===== config.mk =====
export PLATFORM = sky130hd
export DESIGN_NAME = hilo_div_ctrl
export DESIGN_NICKNAME = d
export VERILOG_FILES = /design/src/rtl/hilo_div_ctrl_pkg.sv /design/src/rtl/hilo_div_ctrl_div.sv /design/src/rtl/hilo_div_ctrl.sv
export SDC_FILE = /design/constraint.sdc
export NUM_CORES = 1
export LEC_CHECK = 0
export BUFFER_PORTS_ARGS = -buffer_cell sky130_fd_sc_hd__clkbuf_2
export CORE_ASPECT_RATIO = 0.75
export CORE_UTILIZATION = 50
export DETAILED_ROUTE_END_ITERATION = 7
export PLACE_DENSITY = 0.74
export REMOVE_ABC_BUFFERS = 1
export SETUP_SLACK_MARGIN = 0.02
export SYNTH_ARGS = -nofsm -noshare
export SYNTH_HDL_FRONTEND = slang
export SYNTH_SLANG_ARGS = --single-unit

===== constraint.sdc =====
create_clock -name clock -period 4 [get_ports clock]
set_input_delay 0 -clock clock [delete_from_list [all_inputs] [get_ports clock]]
set_output_delay 0 -clock clock [all_outputs]
set_load 0.01 [all_outputs]

===== src/rtl/hilo_div_ctrl_pkg.sv =====
// Shared definitions for the HI/LO divide controller: operand width, divider latency,
// FSM encoding and the operand bundle handed to the iterative divider.
package hilo_div_ctrl_pkg;

  localparam int XLEN       = 32;
  localparam int DIV_CYCLES = 32;
  localparam int CNT_W      = $clog2(DIV_CYCLES + 1);

  typedef enum logic [1:0] {
    ST_IDLE  = 2'd0,
    ST_START = 2'd1,
    ST_WAIT  = 2'd2,
    ST_DRAIN = 2'd3
  } state_e;

  typedef struct packed {
    logic [XLEN-1:0] rs;
    logic [XLEN-1:0] rt;
  } opnd_t;

  // Two's-complement magnitude; 0x80000000 maps onto itself, which is the correct unsigned value.
  function automatic logic [XLEN-1:0] mag(input logic [XLEN-1:0] v);
    return v[XLEN-1] ? -v : v;
  endfunction

endpackage


===== src/rtl/hilo_div_ctrl_div.sv =====
// Signed restoring divider: one quotient bit per clock, DIV_CYCLES clocks after start_i.
// Quotient truncates toward zero, remainder carries the dividend's sign.
module hilo_div_ctrl_div
  import hilo_div_ctrl_pkg::*;
(
  input  logic            clk_i,
  input  logic            rst_i,
  input  logic            start_i,
  input  logic [XLEN-1:0] dvd_i,
  input  logic [XLEN-1:0] dvs_i,
  output logic            busy_o,
  output logic [XLEN-1:0] quo_o,
  output logic [XLEN-1:0] rem_o
);

  logic [XLEN-1:0]  rem_q, rem_d;
  logic [XLEN-1:0]  quo_q, quo_d;
  logic [XLEN-1:0]  dvs_q;
  logic             neg_quo_q, neg_rem_q;
  logic [CNT_W-1:0] cnt_q;
  logic [XLEN:0]    trial, diff;

  // quo_q starts as the dividend magnitude and shifts quotient bits in from the right.
  always_comb begin
    trial = {rem_q, quo_q[XLEN-1]};
    diff  = trial - {1'b0, dvs_q};
    rem_d = trial[XLEN-1:0];
    quo_d = {quo_q[XLEN-2:0], 1'b0};
    if (!diff[XLEN]) begin
      rem_d = diff[XLEN-1:0];
      quo_d = {quo_q[XLEN-2:0], 1'b1};
    end
  end

  always_ff @(posedge clk_i or posedge rst_i) begin
    if (rst_i) begin
      rem_q     <= '0;
      quo_q     <= '0;
      dvs_q     <= '0;
      neg_quo_q <= 1'b0;
      neg_rem_q <= 1'b0;
      cnt_q     <= '0;
    end else if (start_i) begin
      rem_q     <= '0;
      quo_q     <= mag(dvd_i);
      dvs_q     <= mag(dvs_i);
      neg_quo_q <= dvd_i[XLEN-1] ^ dvs_i[XLEN-1];
      neg_rem_q <= dvd_i[XLEN-1];
      cnt_q     <= CNT_W'(DIV_CYCLES);
    end else if (busy_o) begin
      rem_q <= rem_d;
      quo_q <= quo_d;
      cnt_q <= cnt_q - CNT_W'(1);
    end
  end

  assign busy_o = (cnt_q != '0);
  assign quo_o  = neg_quo_q ? -quo_q : quo_q;
  assign rem_o  = neg_rem_q ? -rem_q : rem_q;

endmodule


===== src/rtl/hilo_div_ctrl.sv =====
// HI/LO register file with a stalling signed DIV sequencer (IDLE/START/WAIT/DRAIN).
// Define HILO_DIV0_TRAP_EN to trap divide-by-zero on div0_exc instead of running the divider.
module hilo_div_ctrl
  import hilo_div_ctrl_pkg::*;
(
  input  logic            clock,
  input  logic            reset,
  input  logic            div_req,
  input  logic [XLEN-1:0] rs_val,
  input  logic [XLEN-1:0] rt_val,
  input  logic            mthi_we,
  input  logic            mtlo_we,
  input  logic [XLEN-1:0] wdata,
  input  logic            flush,
  output logic [XLEN-1:0] hi,
  output logic [XLEN-1:0] lo,
  output logic            stall
`ifdef HILO_DIV0_TRAP_EN
  ,
  output logic            div0_exc
`endif
);

  state_e          state_q;
  opnd_t           opnd_q;
  logic [XLEN-1:0] hi_q, lo_q;

  logic            div_rst, div_start, div_busy, div_go;
  logic [XLEN-1:0] div_quo, div_rem;

`ifdef HILO_DIV0_TRAP_EN
  logic div_zero, div0_q;
  assign div_zero = div_req && (rt_val == '0);
  assign div_go   = div_req && !div_zero;
  assign div0_exc = div0_q;
`else
  assign div_go   = div_req;
`endif

  assign div_rst   = ~reset;
  assign div_start = (state_q == ST_START) && !flush;

  // In DRAIN any request must wait for the abandoned division to finish, so raw div_req stalls.
  always_comb begin
    stall = 1'b0;
    case (state_q)
      ST_IDLE:           stall = div_go;
      ST_START, ST_WAIT: stall = 1'b1;
      ST_DRAIN:          stall = div_req;
      default:           stall = 1'b0;
    endcase
  end

  always_ff @(posedge clock or negedge reset) begin
    if (!reset) begin
      state_q <= ST_IDLE;
      opnd_q  <= '0;
      hi_q    <= '0;
      lo_q    <= '0;
`ifdef HILO_DIV0_TRAP_EN
      div0_q  <= 1'b0;
`endif
    end else begin
`ifdef HILO_DIV0_TRAP_EN
      div0_q <= 1'b0;
`endif
      case (state_q)
        ST_IDLE: begin
          if (div_go) begin
            opnd_q.rs <= rs_val;
            opnd_q.rt <= rt_val;
            state_q   <= ST_START;
          end
`ifdef HILO_DIV0_TRAP_EN
          else if (div_zero) begin
            div0_q <= 1'b1;
          end
`endif
          else begin
            if (mthi_we) hi_q <= wdata;
            if (mtlo_we) lo_q <= wdata;
          end
        end
        ST_START: begin
          state_q <= flush ? ST_IDLE : ST_WAIT;
        end
        ST_WAIT: begin
          if (flush) begin
            state_q <= ST_DRAIN;
          end else if (!div_busy) begin
            lo_q    <= div_quo;
            hi_q    <= div_rem;
            state_q <= ST_IDLE;
          end
        end
        ST_DRAIN: begin
          if (!div_busy) begin
            state_q <= ST_IDLE;
            if (div_go) begin
              opnd_q.rs <= rs_val;
              opnd_q.rt <= rt_val;
              state_q   <= ST_START;
            end
`ifdef HILO_DIV0_TRAP_EN
            else if (div_zero) begin
              div0_q <= 1'b1;
            end
`endif
          end
        end
        default: state_q <= ST_IDLE;
      endcase
    end
  end

  hilo_div_ctrl_div DIV (
    .clk_i   (clock),
    .rst_i   (div_rst),
    .start_i (div_start),
    .dvd_i   (opnd_q.rs),
    .dvs_i   (opnd_q.rt),
    .busy_o  (div_busy),
    .quo_o   (div_quo),
    .rem_o   (div_rem)
  );

  assign hi = hi_q;
  assign lo = lo_q;

endmodule


---- Word-level counts from Yosys, hierarchy flattened ----
Cells that the tools add are included.
word-level totals
  output and inout bits ................... 65
  flip-flop bits (word level) ............. 234
  word-level logic and storage cells ...... 75
  input bits .............................. 102
cells by class
  multiplexer cells ....................... 33
  bitwise gates (word level) .............. 1
  reduce and logical (&&, ||, !) cells .... 13
  eq/ne operators ......................... 11
  $add $sub $neg .......................... 6
operators with widths
  operator             count
  $mux 32              17
  $mux 64              2
  $neg 32->32          4
  $pmux 32 s2          2
  $pmux 64 s2          1
  $sub 33x32->33       1
  $ne 2x2->1 const B   7
  $mux 6               2
  $mux 2               5
  $reduce_and 5->1     2
  $pmux 2 s4           1
  $reduce_bool 2->1    3
  $reduce_bool 6->1    1
  $sub 6x1->6 const B  1
  $eq 2x2->1 const B   2
  $reduce_or 2->1      2
  $ne 3x3->1 const B   1
  $reduce_and 3->1     1
  $eq 2x1->1 const B   1
  $logic_not 2->1      1
  $mux 1               2
  $pmux 1 s2           1
  $reduce_and 2->1     1
  $logic_and 1x1->1    1
  other kinds (2)      2

---- Depth between registers and ports, before layout ----
  depth in word-level cells ............... 5
  gate-level depth with buffers ........... 13
  mapped depth without buffers ............ 12

---- Hierarchy ----
A second synthesis with hierarchy kept.
second synthesis, totals
  cells, all modules ...................... 1466
  area, all modules ....................... 14853.0 sq um
by module, submodules not included
  module             instances  sequential area each (sq um)  area each (sq um)  cells an instance
  hilo_div_ctrl_div  1          2602.5                        8857.2             1095
  hilo_div_ctrl      1          3253.1                        5995.8             371

---- Least setup slack after synthesis ----
OpenSTA, ideal clock, no wires.
  kind .................................... flip-flop to flip-flop
  start ................................... register DIV.quo_q[31]
  end ..................................... register DIV.rem_q[24]
  library setup time ...................... 141 ps
  period minus slack after synthesis ...... 3367 ps
  data required time ...................... 3859 ps
  setup slack ............................. 633 ps
  buffers on the path ..................... 1
  cell stages (with the launch flop) ...... 14
  arrival time ............................ 3226 ps
  cells stage by stage .................... dfrtp_1 inv_1 ha_1 fa_1 nand2b_1 a21o_1 a2111oi_0 o21ai_0 nand2_1 a31oi_1 xnor2_1 buf_2 mux2i_1 a211oi_1
between the ends
  longest elaborated chain between the ends .. 4
RTL lines
  item                    line                     text
  from (decl)             hilo_div_ctrl_div.sv:17  logic [XLEN-1:0] quo_q, quo_d;
  from (signal assigned)  hilo_div_ctrl_div.sv:45  quo_q <= mag(dvd_i);
  from (signal assigned)  hilo_div_ctrl_div.sv:52  quo_q <= quo_d;
  $sub 33x32->33          hilo_div_ctrl_div.sv:26  diff = trial - {1'b0, dvs_q};
  $mux 32                 hilo_div_ctrl_div.sv:29  if (!diff[XLEN]) begin
  $mux 32                 hilo_div_ctrl_div.sv:50  end else if (busy_o) begin
  $mux 32                 hilo_div_ctrl_div.sv:43  end else if (start_i) begin
  to (signal assigned)    hilo_div_ctrl_div.sv:51  rem_q <= rem_d;
  to (decl)               hilo_div_ctrl_div.sv:16  logic [XLEN-1:0] rem_q, rem_d;
Every way passes these cells. The select of a mux whose other input is x is not followed.
A chain may end at the register's enable or synchronous reset.

---- Worst setup path after layout ----
  start ................................... register DIV.quo_q[31]
  end ..................................... register DIV.rem_q[28]
The elaborated chain is that of the path after synthesis.

==> impl_results.md <==
- CTS sink cnt: ~230
- Area of the die: 29,200 um^2
- Worst setup path endpoint: DIV.rem_q[28]
- XOR/XNOR share of the synthesized area: 0.0891
- Compound-Gate Fraction of Synth Area: 0.197
- Reg2reg setup slack: 0.39 ns
- Sequential fraction of the synthesis area: 0.411
- Setup WS pre-CTS: 0.468 ns
- Starting Density: 0.509
- First-pass GRT wire length: 65,300 um
- Crit. Startpoint: DIV.quo_q[31]
- CTS Buf Count: 26
- Core area: ~28,000 um^2
- YS warnings: 0
- Initial DRC count: 1,226
- Fin. Hold Viols: 0
- Async S/R FF share, synth: 1.00
- Cts hold-fix bufs: 99
- Pwr/cell area: 995 nW/um^2
- Num rows: 53
- Final setup fails: 0
- Via density per instance: between 5 and 6
- Setup Fix Bufs, Post-CTS: 0
- Crit path max fanout: 31
- Buffers on Ports: 166
- Maximum vdd drop: 0.717 mV
- Total Wirelength: between 30,000 and 40,000 um
- Vias: ~13,000
- Final setup margin: 0.387 ns
- Post-Synth Adder-Cell Area: 0.0383
- Startpoint Class: flop
- Post-route ant nets: 0
- Worst Max-Slew Pin Slew: around 1.2 ns
- Final period utilization: 0.903
- First-pass detailed-route iteration total: 6
- Library cells used by synthesis: 63
- Unrepaired setup endpoints after global routing: false
- Design area: 17,300 um^2
- Buffers and inverters on the worst path: 4
- Crit-path slowest cell: fa_1
- GRT Total Usage: 0.275
- Clock Pin Slew Worst Setup and Hold Paths: 0.06 ns
- Critical Path End Type: flop
- Post-synthesis mux area share: 0.0595
- Post_cts resized: 0
- Initial antenna violation count: 0
- Status: complete, no violations
- Clock skew: 0.0225 ns
- Slew margin rel.: 0.214
- Max_cap viols: 0
- Cells after Synth: 1,619
- Max-slew violations: 0
- Crit. path cell count: 15
- Total inserted antenna cells: 0
- Worst r2r src: DIV.quo_q[31]
- Clk buf depth: 3
- Chip Width: 197 um
- Setup TNS: 0 ns
- Grt ovf: 0
- Leakage power: 7.77 nW
- HP Class: input pin to asynchronous set/reset pin
- H-tree depth: 1
- Area after DPL: 15,500 um^2
- DRC viols: 0
- Nets@finish: roughly 2,000
- Crit Path Class: flop to flop
- Period minus WS final: 3.61 ns
- CTS tree: built
- Delay-heaviest family, CP: compound AO/OA/AOI/OAI gates
- CP cell instances: inv_1, ha_1, fa_1, nand2b_1, a21o_1, a2111oi_0, buf_4, o21ai_0, nand2_1, a31oi_1, buf_4, xnor2_2, buf_12, mux2i_1, a211oi_1
- Post-synth EDFFs: 0
- Vias in the first global route: 12,424
- Placed wire-length estimate: 27,600 um
- I/O pins: ~170
- Cell Area, Synth: 14,200 um^2
- Simple-Gate Fraction of Synth Area: 0.166
- Max stage delay on crit path: approximately 0.40 ns
- Most used cell, CP: buf_4
- Largest family of logic cells by synthesized area: compound AO/OA/AOI/OAI gates
- Highest clock rate: 277 MHz
- Die Ht: ~150 um
- Ys flop type: dfrtp_1
- Reg2reg path depth: 15
- Synthesized flop and latch total: 234
- Final core occ: 0.619
- Synthesized area per cell: 8.80 um^2
- Proportion of layout cells with a drive suffix above 1: 0.168
- Root Buffer: clkbuf_16
- Worst Path Arrival: 3.99 ns
- Reg2reg end: DIV.rem_q[28]
- WP data required: 4.38 ns
- Area grow syn2layout: 21.6%
- GPL Wtd Cong: slightly above 0.9
- DR WL/cell: 17.8 um
- Clk Latency, worst-skew pair: 0.55 ns
- Largest net degree at the start of global routing: 118
-- flip-flops by register name (all words and copies together) (netlist names) --
name and count:
opnd_q 64, DIV.dvs_q 32, DIV.quo_q 32, DIV.rem_q 32, hi 32, lo 32, DIV.cnt_q 6, state_q 2
DIV.neg_quo_q 1, DIV.neg_rem_q 1
-- kinds of logic after synthesis --
logic type      count (synthesis)
flops                         234
fa+ha+maj                      43
simple gates                  516
mux                            77
compound gates                457
xor+xnor                      145
buf+inv                       147
-- synth_stat cells, types with 13 or more instances --
cell type	count	share of area
nand2_1	277	0.073
dfrtp_1	234	0.41
o21ai_0	190	0.067
xor2_1	83	0.051
nor2_1	80	0.021
clkbuf_1	77	0.020
a21oi_1	62	0.022
mux2_2	62	0.049
xnor2_1	62	0.038
a31oi_1	54	0.024
inv_1	54	0.014
ha_1	42	0.037
a21o_1	33	0.017
o31ai_1	30	0.016
nand3_1	21	0.0074
or4_1	21	0.011
a211oi_1	19	0.010
nor2b_1	18	0.0079
or3_1	16	0.0070
mux2i_1	15	0.011
o41ai_1	15	0.0092
buf_1	14	0.0037
nor4_1	13	0.0057
-- where the power goes --
| part | switching (mW) | internal, mW | total [mW] |
|---|---|---|---|
| sequential | 1.52 | 3.62 | 5.14 |
| combinational | 5.43 | 4.21 | 9.65 |
| clock | 0.993 | 1.47 | 2.46 |
-- cells in the final DEF, fill, tap and decap left out, drive strengths merged, types with 3 or more instances in the layout --
| cell type | n |
|---|---|
| a211oi | 19 |
| a21o | 33 |
| a21oi | 62 |
| a221o | 4 |
| a31oi | 54 |
| and2 | 7 |
| and3 | 11 |
| buf | 22 |
| clkbuf | 205 |
| clkinv | 5 |
| dfrtp | 234 |
| dlygate4sd3 | 99 |
| ha | 42 |
| inv | 54 |
| mux2 | 62 |
| mux2i | 15 |
| nand2 | 277 |
| nand2b | 9 |
| nand3 | 21 |
| nand3b | 5 |
| nand4 | 10 |
| nor2 | 80 |
| nor2b | 18 |
| nor3 | 11 |
| nor4 | 14 |
| o2111ai | 3 |
| o211ai | 5 |
| o21a | 4 |
| o21ai | 197 |
| o21bai | 3 |
| o31ai | 30 |
| o41ai | 17 |
| or2 | 7 |
| or3 | 17 |
| or4 | 24 |
| xnor2 | 62 |
| xor2 | 83 |
-- worst min path at each step --
stage | depth (start not counted) | end | from
floorplan | 0 | DIV.cnt_q[0] | reset
global placement | 1 | hi[6] | reset
detailed placement | 1 | hi[6] | reset
CTS | 2 | hi[15] | reset
global route | 2 | hi[15] | reset
finish | 2 | hi[6] | reset
-- metal layers --
layer / vias up / GRT usage / part of all wire
li1: 6168 / - / -
met3: 88 / 0.0401 / 0.067
met5: - / 0 / 0
met2: 487 / 0.419 / 0.44
met4: 0 / 0.0845 / 0.031
met1: 6311 / 0.405 / 0.46
-- layout make-up --
class	count	area (um^2)
clock buffer	40	783
clock inverter	7	96.3
fill	2392	10700
inverter	54	203
multi-input combinational	1238	7880
sequential	234	5860
tap	385	482
timing repair buffer	286	2030
-- stage by stage --
step	hold slack, ns	std cells	total power [mW]
2_1_floorplan	-0.296	1526	11.7
3_3_place_gp	0.151	2098	14.2
3_5_place_dp	0.144	2098	14.5
4_1_cts	0.160	2244	17.2
5_1_grt	0.186	2244	18.6
6_report	0.0766	2244	17.2
Note: power is estimated with default switching activity, not from simulation.
